<file path="src/rtl/uart_rx_bram_loader.sv">
// UART 8N1 receiver that streams bytes sequentially into a BRAM write port.
// Define UART_RX_PARITY_EN to receive 8E1 frames and discard bytes whose parity fails.
module uart_rx_bram_loader #(
  parameter int CLK_FREQ  = 100000000,
  parameter int BAUD      = 9600,
  parameter int ADDR_W    = 16,
  parameter int NUM_BYTES = 4096
) (
  input  logic              clk,
  input  logic              reset,
  input  logic              rx,
  input  logic              arm,
  output logic              bram_we,
  output logic [ADDR_W-1:0] bram_addr,
  output logic [7:0]        bram_din,
  output logic [ADDR_W:0]   byte_count,
  output logic              loading,
  output logic              load_complete,
  output logic              frame_err
);

  localparam int CPB   = CLK_FREQ / BAUD;
  localparam int CNT_W = $clog2(CPB);
  localparam logic [CNT_W-1:0]  FULL_C = CNT_W'(CPB - 1);
  localparam logic [CNT_W-1:0]  HALF_C = CNT_W'(CPB / 2 - 1);
  localparam logic [ADDR_W:0]   LAST_C = (ADDR_W + 1)'(NUM_BYTES);

  typedef enum logic [2:0] {
    S_IDLE,
    S_START,
    S_DATA,
`ifdef UART_RX_PARITY_EN
    S_PARITY,
`endif
    S_STOP,
    S_WRITE
  } state_t;

  state_t           state, state_n;
  logic [CNT_W-1:0] cnt, cnt_n;
  logic [2:0]       bit_idx, bit_idx_n;
  logic [7:0]       shreg, shreg_n;
  logic             rx_meta, rxs, rxs_d;
  logic             set_ferr;
  logic             tick;
  logic [ADDR_W:0]  count_inc;
`ifdef UART_RX_PARITY_EN
  logic             par_bad, par_bad_n;
`else
  logic             par_bad;
  assign par_bad = 1'b0;
`endif

  // Synchroniser plus one delay stage for falling-edge detection; idle line is 1.
  always_ff @(posedge clk or negedge reset) begin
    if (!reset) begin
      rx_meta <= 1'b1;
      rxs     <= 1'b1;
      rxs_d   <= 1'b1;
    end else begin
      rx_meta <= rx;
      rxs     <= rx_meta;
      rxs_d   <= rxs;
    end
  end

  always_ff @(posedge clk or negedge reset) begin
    if (!reset) begin
      state   <= S_IDLE;
      cnt     <= '0;
      bit_idx <= '0;
      shreg   <= '0;
`ifdef UART_RX_PARITY_EN
      par_bad <= 1'b0;
`endif
    end else begin
      state   <= state_n;
      cnt     <= cnt_n;
      bit_idx <= bit_idx_n;
      shreg   <= shreg_n;
`ifdef UART_RX_PARITY_EN
      par_bad <= par_bad_n;
`endif
    end
  end

  assign tick = (cnt == FULL_C);

  always_comb begin
    state_n   = state;
    cnt_n     = cnt + 1'b1;
    bit_idx_n = bit_idx;
    shreg_n   = shreg;
    set_ferr  = 1'b0;
`ifdef UART_RX_PARITY_EN
    par_bad_n = par_bad;
`endif
    case (state)
      S_IDLE: begin
        cnt_n = '0;
        if (rxs_d && !rxs) state_n = S_START;
      end
      S_START: begin
        if (cnt == HALF_C) begin
          cnt_n     = '0;
          bit_idx_n = '0;
          state_n   = rxs ? S_IDLE : S_DATA;
        end
      end
      S_DATA: begin
        if (tick) begin
          cnt_n     = '0;
          shreg_n   = {rxs, shreg[7:1]};
          bit_idx_n = bit_idx + 3'd1;
`ifdef UART_RX_PARITY_EN
          if (bit_idx == 3'd7) state_n = S_PARITY;
`else
          if (bit_idx == 3'd7) state_n = S_STOP;
`endif
        end
      end
`ifdef UART_RX_PARITY_EN
      S_PARITY: begin
        if (tick) begin
          cnt_n     = '0;
          par_bad_n = ^{shreg, rxs};
          set_ferr  = ^{shreg, rxs};
          state_n   = S_STOP;
        end
      end
`endif
      S_STOP: begin
        if (tick) begin
          cnt_n    = '0;
          set_ferr = !rxs;
          state_n  = (rxs && !par_bad) ? S_WRITE : S_IDLE;
        end
      end
      S_WRITE: begin
        cnt_n   = '0;
        state_n = S_IDLE;
      end
      default: begin
        cnt_n   = '0;
        state_n = S_IDLE;
      end
    endcase
  end

  assign count_inc = byte_count + 1'b1;

  // The next free address equals byte_count, so bram_addr keeps the last written address.
  always_ff @(posedge clk or negedge reset) begin
    if (!reset) begin
      bram_we       <= 1'b0;
      bram_addr     <= '0;
      bram_din      <= '0;
      byte_count    <= '0;
      loading       <= 1'b0;
      load_complete <= 1'b0;
      frame_err     <= 1'b0;
    end else begin
      bram_we <= 1'b0;
      if (arm) begin
        loading       <= 1'b1;
        bram_addr     <= '0;
        byte_count    <= '0;
        load_complete <= 1'b0;
        frame_err     <= 1'b0;
      end else begin
        if (set_ferr) frame_err <= 1'b1;
        if (state == S_WRITE && loading) begin
          bram_we    <= 1'b1;
          bram_din   <= shreg;
          bram_addr  <= byte_count[ADDR_W-1:0];
          byte_count <= count_inc;
          if (count_inc == LAST_C) begin
            load_complete <= 1'b1;
            loading       <= 1'b0;
          end
        end
      end
    end
  end

endmodule

</file>
<file path="config.mk">
export PLATFORM = sky130hd
export DESIGN_NAME = uart_rx_bram_loader
export DESIGN_NICKNAME = d
export VERILOG_FILES = /design/src/rtl/uart_rx_bram_loader.sv
export SDC_FILE = /design/constraint.sdc
export NUM_CORES = 1
export LEC_CHECK = 0
export ABC_AREA = 1
export CAP_MARGIN = 30
export CORE_ASPECT_RATIO = 2
export CORE_MARGIN = 2
export CORE_UTILIZATION = 59
export DETAILED_ROUTE_END_ITERATION = 12
export GPL_ROUTABILITY_DRIVEN = 0
export HOLD_SLACK_MARGIN = 0.05
export PLACE_DENSITY_LB_ADDON = 0.08
export SLEW_MARGIN = 20
export SYNTH_ARGS = -nofsm -noshare
export SYNTH_HDL_FRONTEND = slang
export SYNTH_SLANG_ARGS = --single-unit
export TNS_END_PERCENT = 1
</file>
<file path="constraint.sdc">
create_clock -name clk -period 3.7 [get_ports clk]
set_clock_uncertainty 0.1 [all_clocks]
set_input_delay 1.11 -clock clk [delete_from_list [all_inputs] [get_ports clk]]
set_output_delay 1.11 -clock clk [all_outputs]
set_load 0.01 [all_outputs]
</file>
==> results of run 1 <==
## logic make-up after synthesis
group                    count (synthesis)  synth area share, %
flip-flops                              76                 53.2
AO/OA/AOI/OAI                           61                 8.94
adder cells (fa/ha/maj)                  5                 1.75
buffers and inverters                   58                 6.29
XOR/XNOR                                10                 2.45
AND/OR/NAND/NOR                        210                 27.4
## metrics by stage
step                cell area (um^2)  hold slack [ns]  util [%]  power [mW]  setup WS (ns)
global route                    4420            0.266      74.1        2.09           1.05
floorplan                       3580            0.245         -        1.11           1.75
finish                          4420            0.260      74.1        2.01           1.10
CTS                             4390            0.259      73.7        2.02           1.08
global placement                4110            0.248      68.9        1.20          0.927
detailed placement              4110            0.248      68.9        1.21          0.878
## cell type report
type                            instances  area (um^2)  area share (%)
Sequential cell                        76         1910            43.2
Timing Repair Buffer                   50          513            11.6
Multi-Input combinational cell        286         1450            32.9
Tap cell                               63         78.8            1.79
Inverter                               49          184            4.17
Clock inverter                          1         5.00           0.113
Clock buffer                           15          278            6.29
## cells in the mapped netlist (4+ instances only)
master,n,share of area (%)
nand2_1,97,10
dfrtp_1,73,51
inv_1,43,4.5
nand3_1,37,5.2
nor2_1,35,3.7
o21ai_0,33,4.6
o21ai_1,10,1.4
xor2_1,9,2.2
a21oi_1,8,1.1
nor3_1,8,1.1
nand4_1,7,1.2
nor2_2,7,1.2
o22ai_1,7,1.2
clkbuf_1,5,0.52
ha_1,5,1.7
nand2_2,5,0.87
nor2_4,5,1.6
inv_2,4,0.42
## registers in the layout, indices dropped and copies added (netlist names)
signal,flops
load_complete,1
bram_addr,16
rxs_d,1
byte_count,17
rxs,1
frame_err,1
bram_din,8
shreg,8
cnt,14
rx_meta,1
state,3
bit_idx,3
loading,1
bram_we,1
## final timing paths
path	start	end	slack, ns	cells after the start
max in group asynchronous	reset	bram_din[2]	2.39	2
worst min register to register	rx_meta	rxs	0.26	0
worst max register to register	state[1]	bram_din[6]	1.56	6
min in group asynchronous	reset	byte_count[5]	0.55	1
worst max-delay path	byte_count[2]	byte_count[2]	1.10	1
worst min-delay path	rx_meta	rxs	0.26	0
## routing by layer
| layer | vias up | track usage (%) |
|---|---|---|
| met5 | - | 0 |
| met4 | 0 | 14.2 |
| met3 | 20 | 4.07 |
| met2 | 85 | 49.0 |
| met1 | 1430 | 27.6 |
| li1 | 1468 | - |
## where the power goes
group	internal [mW]	total, mW	switching, mW
Sequential	0.882	0.917	0.0346
Combinational	0.0965	0.276	0.180
Clock	0.508	0.817	0.309
==> results.txt, run 1 <==
Across the run, the number of max-cap violations was 0. The post-CTS setup buffer count came out at 0. The max-slew violation total from the final report is 0. The static leakage power is 1.95 nW. The post-detailed-placement half-perimeter wirelength is 5860 um. The average wire length per cell after detail routing is 15.2 um.

Leaving out fill and tap cells, the most frequent cell in the layout is nand2_1. The number of top-level pins is 49. The count of buffers added on input and output ports is 48. After layout, the minimum clock period comes to 2.60 ns. The timing-limited maximum frequency is 0.384 GHz.

The antenna diode count is 0. The number of CTS-inserted buffers came out at 9. Wire segments on met3 add up to 240 um in the final route. The iteration count of the initial detailed-routing pass came out at 6. The maximum clock insertion buffer count came out at 2.

Excluding fillers, the count of instances in the completed layout stands at 540. The overall routing resource usage came out at 26.7%. The post-detailed-route via-to-cell ratio came out at 5.56. In this run the power density over the cells is 455 nW/um^2. STA classifies the critical path startpoint as a flip-flop.

The post-synthesis average cell area is 8.53 um^2. The final critical-path share of the clock period came out at 70.4%. The count of endpoints failing hold in the final timing report came out at 0. Gates resized during post-CTS repair numbered 0. In this run the worst hold path is classified as flip-flop to flip-flop. The netlist area before placement is 3580 um^2. The number of hold-repair buffers added at the cts stage is 0. In the detailed route, the total length drawn on met2 is 4740 um. The kind of cell with the highest combined delay on the critical path is buffers and inverters. The die area came out at 6750 um^2.

The number of nets at the end of the flow came out at 481. The layout has 445 filler cells. The root buffer cell chosen for the clock tree is clkbuf_16. The fraction of layout cells with a size suffix above 1 came out at 10.1%.

The number of violations reported at the end of detailed-routing iteration 0 came out at 175. The highest metal layer used by the detailed router is met4. The total via count in the routed design came out at 3,003. Setup violations remaining at the end of the flow were counted as 0. The worst ir drop on vdd came out at 482 uV.

The initial core utilization is 60.1%. In this run the tightest slew margin relative to its limit is 59.6%. The endpoint kind of the worst setup timing path is a primary output.

The placed instance count came out at 523. The first global-routing pass estimated 13,400 um of wire. The area added between synthesis and finish came out at 23.3%. On the worst path, the slowest cell contributes a delay of 0.59 ns.

The number of global-route vias before repair came out at 2,947. The critical path goes through clkdlybuf4s50_1. The die boundary height came out at 114 um. The core area came out at 5960 um^2. Of all nets on the critical path, the largest fanout is 6. The met1 wire length is 2970 um. The type of the setup path with the least slack is flip-flop to primary output. The combined buffer and inverter count along the critical path came out at 1. The H-tree depth came out at 3. TritonCTS built the clock tree. The count of unique library cells instantiated by Yosys came out at 30. Among all flip-flop cells after synthesis, the most frequent one is dfrtp_1. The post-synthesis async set-or-reset flop share came out at 100%.

The clock drives 76 sinks. The number of rows in the core area is 40. Setup repair after global routing left no endpoint under its margin.

At the pin with the least slew margin, the transition time is 0.604 ns. Data arrives at the worst endpoint at 1.39 ns. The clock latency of the later-clocked register in the worst-skew pair is 0.33 ns. The slowest cell on the critical path is clkdlybuf4s50_1. The required time of the critical path is 2.49 ns.

The number of standard cells after synthesis came out at 420. The final routed wirelength across all metal layers came out at 8190 um. The CTS clock-pin slew for the worst setup and hold paths is 0.05 ns.

The count of state elements after synthesis is 76. Leaving out fill and tap cells, the most frequent cells in the layout are nand2_1 (97), dfrtp_1 (73), clkdlybuf4s50_1 (47). The die is 59.1 um wide. The post-synth net total is 429.

For this run, design rule violations remaining after detail routing come to 0. The final sum of negative setup slack is 0 ns. The post-synthesis sequential area ratio came out at 53.2%. The number of antenna violations at the first check in global routing is 0. The run finished with clean final reports. The number of flops mapped to enable cells by yosys is 0. Entering global routing, the biggest net connects 77 pins. The final global-route overflow total is 0. The remaining number of nets flagged by the antenna check after routing came out at 0. The warning count from the yosys run came out at 0.
(Power assumes the default switching activity.)
==> run 2: changes to the inputs <==
--- a/config.mk
+++ b/config.mk
@@ -9,7 +9,7 @@
 export CAP_MARGIN = 30
 export CORE_ASPECT_RATIO = 2
 export CORE_MARGIN = 2
-export CORE_UTILIZATION = 59
+export CORE_UTILIZATION = 55
 export DETAILED_ROUTE_END_ITERATION = 12
 export GPL_ROUTABILITY_DRIVEN = 0
 export HOLD_SLACK_MARGIN = 0.05
==> constraint.sdc (replaced) <==
create_clock -name clk -period 2.4 [get_ports clk]
set_clock_uncertainty 0.1 [all_clocks]
set_input_delay 0.72 -clock clk [delete_from_list [all_inputs] [get_ports clk]]
set_output_delay 0.72 -clock clk [all_outputs]
set_load 0.01 [all_outputs]
==> run 2 against run 1 <==
Critical path depth did not move. Non-clock buffer count increased by 7. Combinational power grew 59%. Design area grew 2.4%. Cell count grew 5.6%. Sequential power up 54%. Register-to-register slack worse by 1.2 ns. Critical path type unchanged. Highest routed layer unchanged.
==> results.txt, run 2 (synthesis results as in run 1) <==
The sequential fraction of design power is 43.9% (-1.7 points). The largest net degree at the start of global routing came out at 37 (-52%). The number of setup violations in the final report is 0 (unchanged). The core area came out at 6310 um^2 (+5.9%). The number of global-route vias before repair was 3,228 (+9.5%).

The routing usage on met1 was 28.2% (+0.54 points). The post-CTS setup buffer count is 0 (unchanged). The final period demand of the worst path came out at 2.22 ns.

The ratio of total power to cell area came out at 711 nW/um^2 (+56%). The number of nets at the end of the flow came out at 488 (+1.5%). The cell area after layout came out at 4520 um^2 (+2.4%). The largest fanout on the critical path came to 6 (unchanged). The largest registers in the layout are byte_count x17, bram_addr x16, cnt x14. The number of design rule violations left after detail routing is 0 (unchanged).

The fraction of layout cells with a size suffix above 1 is 11.8% (+1.7 points). The cell internal power dissipation is 2.37 mW (+59%). The antenna diode count is 0 (unchanged). The worst slack after detailed placement came out at 0.300 ns (-0.578 ns). Among cell families on the critical path, the largest total delay comes from buffers and inverters. The required time of the critical path is 1.58 ns (-0.91 ns). The remaining number of nets flagged by the antenna check after routing is 0 (unchanged). The total via count in the routed design is 3,054 (+1.7%). The die area is 7210 um^2 (+6.9%).

The cell at the root of the clock tree is clkbuf_16. The number of top-level pins is 49 (unchanged). The switching power came out at 0.848 mW (+62%). The CTS clock-pin slew for the worst setup and hold paths was 0.06 ns (about the same). The H-tree depth came out at 3 (unchanged). The maximum clock insertion buffer count is 2 (unchanged).

The number of gates resized after cts is 0 (unchanged). The run finished with clean final reports. The clock latency of the later-clocked register in the worst-skew pair is 0.34 ns (about the same). The final routed wirelength across all metal layers is 8360 um (+2.1%).

The flip-flop and latch area came to 1910 um^2 (unchanged). The share of the core filled with cells came out at 71.7% (-2.5 points). The number of standard cells in the final layout excluding fillers came out at 570 (+5.6%). The smallest setup slack after layout came out at 0.180 ns (-0.915 ns). The post-detailed-placement half-perimeter wirelength came to 6230 um (+6.4%). The initial core utilization came out at 56.8% (-3.4 points). The area added between synthesis and finish is 26.3%. Walking the worst path, the cells encountered are clkdlybuf4s50_1. The final sum of negative setup slack is 0 ns (unchanged). The static leakage power came to 2.00 nW (+2.4%).

The critical path in this run is classified as flip-flop to primary output. The number of violations reported at the end of detailed-routing iteration 0 came out at 137 (-22%). The clock tree from TritonCTS is built. The die boundary height is 118 um (+3.4%).

The die outline width came out at 61.1 um (+3.3%). The number of CTS-inserted buffers came to 9 (unchanged). The switching part of the total power came out at 26.4% (+0.32 points). The placed instance count was 554 (+5.9%). The clock group share of total power came out at 42.5% (+1.9 points). The largest register by flop count is byte_count. The stage delay of the slowest cell on the critical path is 0.59 ns (about the same). The class of the worst hold path is input port to asynchronous set/reset pin. The worst ir drop on vdd came to 614 uV (+27%).

The overall routing resource usage is 26.9% (+0.19 points). The final global-route overflow total came out at 0 (unchanged). The average wire length per cell after detail routing came to 14.7 um (-3.3%). The slowest stage of the critical path belongs to the cell clkdlybuf4s50_1. Timing would allow up to 0.451 GHz. The worst slew margin relative to its limit is 68.9% (+9.3 points). The slew at the pin with the worst max-slew slack came out at 0.466 ns (-0.138 ns).

The area used by multi-input combinational logic came out at 1450 um^2 (unchanged). Setup repair after global routing left no endpoint under its margin. The flip-flop count of the largest register, all copies and words added came out at 17 (unchanged). The number of filler cells placed in the layout came out at 513 (+15%).

The critical path arrival came out at 1.40 ns (about the same). The first-pass GRT wire length was 14,400 um (+7.9%). The number of violations of the max-capacitance limit is 0 (unchanged). The worst setup path is captured at a primary output. The combined buffer and inverter count along the critical path came out at 1 (unchanged). The layer with the highest usage after global routing is met2.

The post-detailed-route via-to-cell ratio is 5.36 (-3.7%). The library cell used most frequently in the layout, excluding fill and tap cells, is nand2_1. STA classifies the critical path startpoint as a flip-flop. The met3 track demand over resource in global routing came out at 5.36% (+1.3 points). Of the available clock period, the critical path in the final layout requires 92.5%. The combinational fraction of design power is 13.6% (about the same). The max-slew violation total from the final report came out at 0 (unchanged). The number of sinks on the clock net came out at 76 (unchanged).

The met2 track utilization from global routing is 45.8% (-3.2 points). The count of endpoints failing hold in the final timing report was 0 (unchanged). The cell area after placement came out at 4220 um^2 (+2.8%). The number of hold-repair buffers added at the cts stage is 0 (unchanged). The count of buffers inserted at the top-level ports is 48 (unchanged). The top cell types in the final layout, fill and taps aside, are nand2_1 (97), dfrtp_1 (73), clkdlybuf4s50_1 (47). The iteration count of the initial detailed-routing pass is 4 (-2).

The number of rows in the core area is 41 (+2.5%). The number of antenna violations at the first check in global routing is 0 (unchanged).
-- run 2: changes by cell type in the layout (fill, tap and decap cells not counted) --
cell / before / now
buf_16: 1 / 0
clkinvlp_4: 0 / 1
clkbuf_8: 3 / 2
clkinv_2: 1 / 2
buf_12: 0 / 2
clkbuf_1: 3 / 1
bufinv_16: 0 / 1
buf_4: 2 / 8
-- run 2: final timing paths --
kind,start,to,slack [ns],cells past startpoint
worst max register to register,cnt[0],state[0],0.36,12
max in group asynchronous,reset,rx_meta,1.38,2
worst min register to register,rx_meta,rxs,0.25,0
min in group clk,rx_meta,rxs,0.25,0
worst max-delay path,byte_count[2],byte_count[2],0.18,1
worst min-delay path,reset,bram_addr[5],0.24,1
-- run 2: layout make-up --
| class | instances | share of cell area (%) |
|---|---|---|
| clock buffers | 12 | 5.67 |
| clock inverters | 4 | 1.05 |
| inverters | 49 | 4.07 |
| multi-input cells | 286 | 32.1 |
| flip-flops and latches | 76 | 42.1 |
| well taps | 86 | 2.38 |
| repair buffers | 57 | 12.6 |
-- run 2: stage by stage --
step           hold slack (ns)  power (mW)
2_1_floorplan            0.245        1.71
3_3_place_gp             0.248        1.86
3_5_place_dp             0.249        1.88
4_1_cts                  0.251        3.24
5_1_grt                  0.258        3.37
6_report                 0.236        3.22
-- run 2: per-layer routing --
layer / routed length (um) / part of all wire [%]
met5: 0 / 0
met4: 449 / 5.4
met3: 283 / 3.4
met2: 4760 / 57
met1: 2870 / 34
-- run 2: power by group through the flow --
stage	sequential, mW	combinational [mW]	clock (mW)
floorplan	1.44	0.266	0
global placement	1.43	0.424	0
detailed placement	1.44	0.441	0
CTS	1.41	0.443	1.38
global route	1.42	0.499	1.44
finish	1.41	0.438	1.37
==> run 3: changes to the inputs <==
--- a/config.mk
+++ b/config.mk
@@ -9,7 +9,7 @@
 export CAP_MARGIN = 30
 export CORE_ASPECT_RATIO = 2
 export CORE_MARGIN = 2
-export CORE_UTILIZATION = 55
+export CORE_UTILIZATION = 59
 export DETAILED_ROUTE_END_ITERATION = 12
 export GPL_ROUTABILITY_DRIVEN = 0
 export HOLD_SLACK_MARGIN = 0.05
==> constraint.sdc (replaced) <==
create_clock -name clk -period 2.7 [get_ports clk]
set_clock_uncertainty 0.1 [all_clocks]
set_input_delay 0.81 -clock clk [delete_from_list [all_inputs] [get_ports clk]]
set_output_delay 0.81 -clock clk [all_outputs]
set_load 0.01 [all_outputs]
==> run 3 against run 2 <==
Die area shrank 6.4%. Power fell by 12%. Sequential share of layout area increased by 0.69 points. Routed wire length rose by 0.57%. Count of clock-buffer cells in the layout shrank 1. First-iteration DRC count fell by 11%. Sequential cell count unchanged. Clock power down 12%. Combinational power down 13%. Non-clock buffer count is 4 lower. Cell count decreased by 4.7%. Critical path type unchanged. Highest routed layer unchanged.
==> results.txt, run 3 (synthesis results as in run 1) <==
The H-tree depth came out at 3 (unchanged). The number of CTS-inserted buffers is 9 (unchanged). The post-detailed-placement half-perimeter wirelength came out at 6040 um (-3.2%).

The remaining number of nets flagged by the antenna check after routing was 0 (unchanged). The tightest min-delay check is of the flip-flop to flip-flop type. The smallest setup slack after layout is 0.389 ns (+0.209 ns).

The largest fanout on the critical path came out at 6 (unchanged). The number of violations reported at the end of detailed-routing iteration 0 is 122 (-11%). The type of the setup path with the least slack is flip-flop to primary output. The flip-flop count of the largest register, all copies and words added is 17 (unchanged).

The count of buffers inserted at the top-level ports is 48 (unchanged). The overall power came out at 2.84 mW (-12%). The share of the core filled with cells is 74.7% (+3.0 points). The largest register by flop count is byte_count.

The endpoint kind of the worst setup timing path is a primary output. The CTS clock-pin slew for the worst setup and hold paths came out at 0.05 ns (about the same). From synthesis to final layout, the design area changed by 24.2%.

The required time of the critical path is 1.79 ns (+0.21 ns). The total via count in the routed design was 3,027 (-0.88%). The average wire length per cell after detail routing came out at 15.5 um (+5.6%). The number of antenna violations at the first check in global routing is 0 (unchanged).

The number of sinks on the clock net is 76 (unchanged). The number of rows in the core area is 40 (-2.4%). Leaving out fill and tap cells, the most frequent cells in the layout are nand2_1 (97), dfrtp_1 (73), clkdlybuf4s50_1 (47). The critical path arrival came out at 1.40 ns (about the same). The largest net degree at the start of global routing is 41 (+11%). The number of gates resized after cts came out at 0 (unchanged).

The placed instance count was 527 (-4.9%). The first-pass GRT wire length is 13,700 um (-5.1%). The worst slack after detailed placement is 0.362 ns (+0.0615 ns). The static leakage power came out at 1.98 nW (-0.99%). The kind of cell with the highest combined delay on the critical path is buffers and inverters. The final routed wirelength across all metal layers came out at 8410 um (+0.57%).

The max-slew violation total from the final report came out at 0 (unchanged). The overall routing resource usage is 27.4% (+0.53 points). The core area came to 5960 um^2 (-5.6%).

The antenna diode count came out at 0 (unchanged). The run finished with clean final reports. STA classifies the critical path startpoint as a flip-flop. Derived from the worst setup path, the maximum achievable clock frequency is 0.433 GHz.

The final critical path takes up 85.6% of the cycle. The clock latency of the later-clocked register in the worst-skew pair came to 0.34 ns (about the same). The maximum clock insertion buffer count is 2 (unchanged).

The number of standard cells in the final layout excluding fillers came out at 543 (-4.7%). The iteration count of the initial detailed-routing pass came out at 4 (unchanged). The cell area after placement is 4150 um^2 (-1.7%).

The worst hold slack came to 0.257 ns (+0.0217 ns). The initial core utilization came out at 60.1% (+3.4 points). The die outline width is 59.1 um (-3.2%). The slew at the pin with the worst max-slew slack is 0.553 ns (+0.0865 ns). The number of global-route vias before repair came out at 3,048 (-5.6%). The die area is 6750 um^2 (-6.4%). The clock tree from TritonCTS is built. The fraction of layout cells with a size suffix above 1 is 11.3% (-0.53 points). The number of top-level pins came out at 49 (unchanged). The slowest cell on the critical path is clkdlybuf4s50_1. The largest registers in the layout are byte_count x17, bram_addr x16, cnt x14.

The number of nets at the end of the flow came out at 484 (-0.82%). The die boundary height is 114 um (-3.3%). The number of violations of the max-capacitance limit is 0 (unchanged).

The worst slew margin relative to its limit is 63.1% (-5.8 points). Setup repair after global routing left no endpoint under its margin. The combined buffer and inverter count along the critical path is 1 (unchanged). The count of endpoints failing hold in the final timing report came out at 0 (unchanged). The number of setup violations in the final report came out at 0 (unchanged). Clock tree synthesis selected as its root buffer the cell clkbuf_16. The most common cell after layout, fill and taps aside is nand2_1. The post-detailed-route via-to-cell ratio came out at 5.57 (+4.0%). The final period demand of the worst path came out at 2.31 ns. The final sum of negative setup slack is 0 ns (unchanged). The number of design rule violations left after detail routing came out at 0 (unchanged). The final global-route overflow total came to 0 (unchanged).

The number of hold-repair buffers added at the cts stage is 0 (unchanged). The worst ir drop on vdd came to 541 uV (-12%). The cell area after layout came to 4450 um^2 (-1.6%). The ratio of total power to cell area came out at 639 nW/um^2 (-10%). The post-CTS setup buffer count is 0 (unchanged).

The stage delay of the slowest cell on the critical path came out at 0.59 ns (about the same). Walking the worst path, the cells encountered are clkdlybuf4s50_1.
run 3: changes by cell type in the layout (fill, tap and decap cells not counted):
cell,before,now
clkinvlp_4,1,0
buf_12,2,1
clkbuf_1,1,0
buf_4,8,5
clkinv_2,2,4
run 3: final timing paths:
path | start | to | slack [ns] | cells past startpoint
max | byte_count[1] | byte_count[1] | 0.39 | 1
min | rx_meta | rxs | 0.26 | 0
max reg2reg | byte_count[1] | loading | 0.62 | 12
min reg2reg | rx_meta | rxs | 0.26 | 0
max in group asynchronous | reset | bram_din[0] | 1.58 | 2
min in group asynchronous | reset | bram_addr[5] | 0.33 | 1
run 3: final cells by class:
cell class | instances | area, um^2
flip-flops and latches | 76 | 1910
fillers | 440 | 1510
multi-input cells | 286 | 1450
repair buffers | 53 | 528
clock buffers | 11 | 253
inverters | 49 | 184
well taps | 63 | 78.8
clock inverters | 5 | 50.0
run 3: report_power, final:
part	internal (mW)	leakage (nW)	switching (mW)
Sequential	1.21	1.03	0.0478
Combinational	0.133	0.792	0.250
Clock	0.758	0.155	0.446
Total	2.10	1.98	0.744
run 3: routing by layer:
| metal | track usage, % | wire, um |
|---|---|---|
| met1 | 26.6 | 2940 |
| met2 | 49.3 | 4680 |
| met3 | 5.76 | 292 |
| met4 | 18.0 | 489 |
| met5 | 0 | 0 |
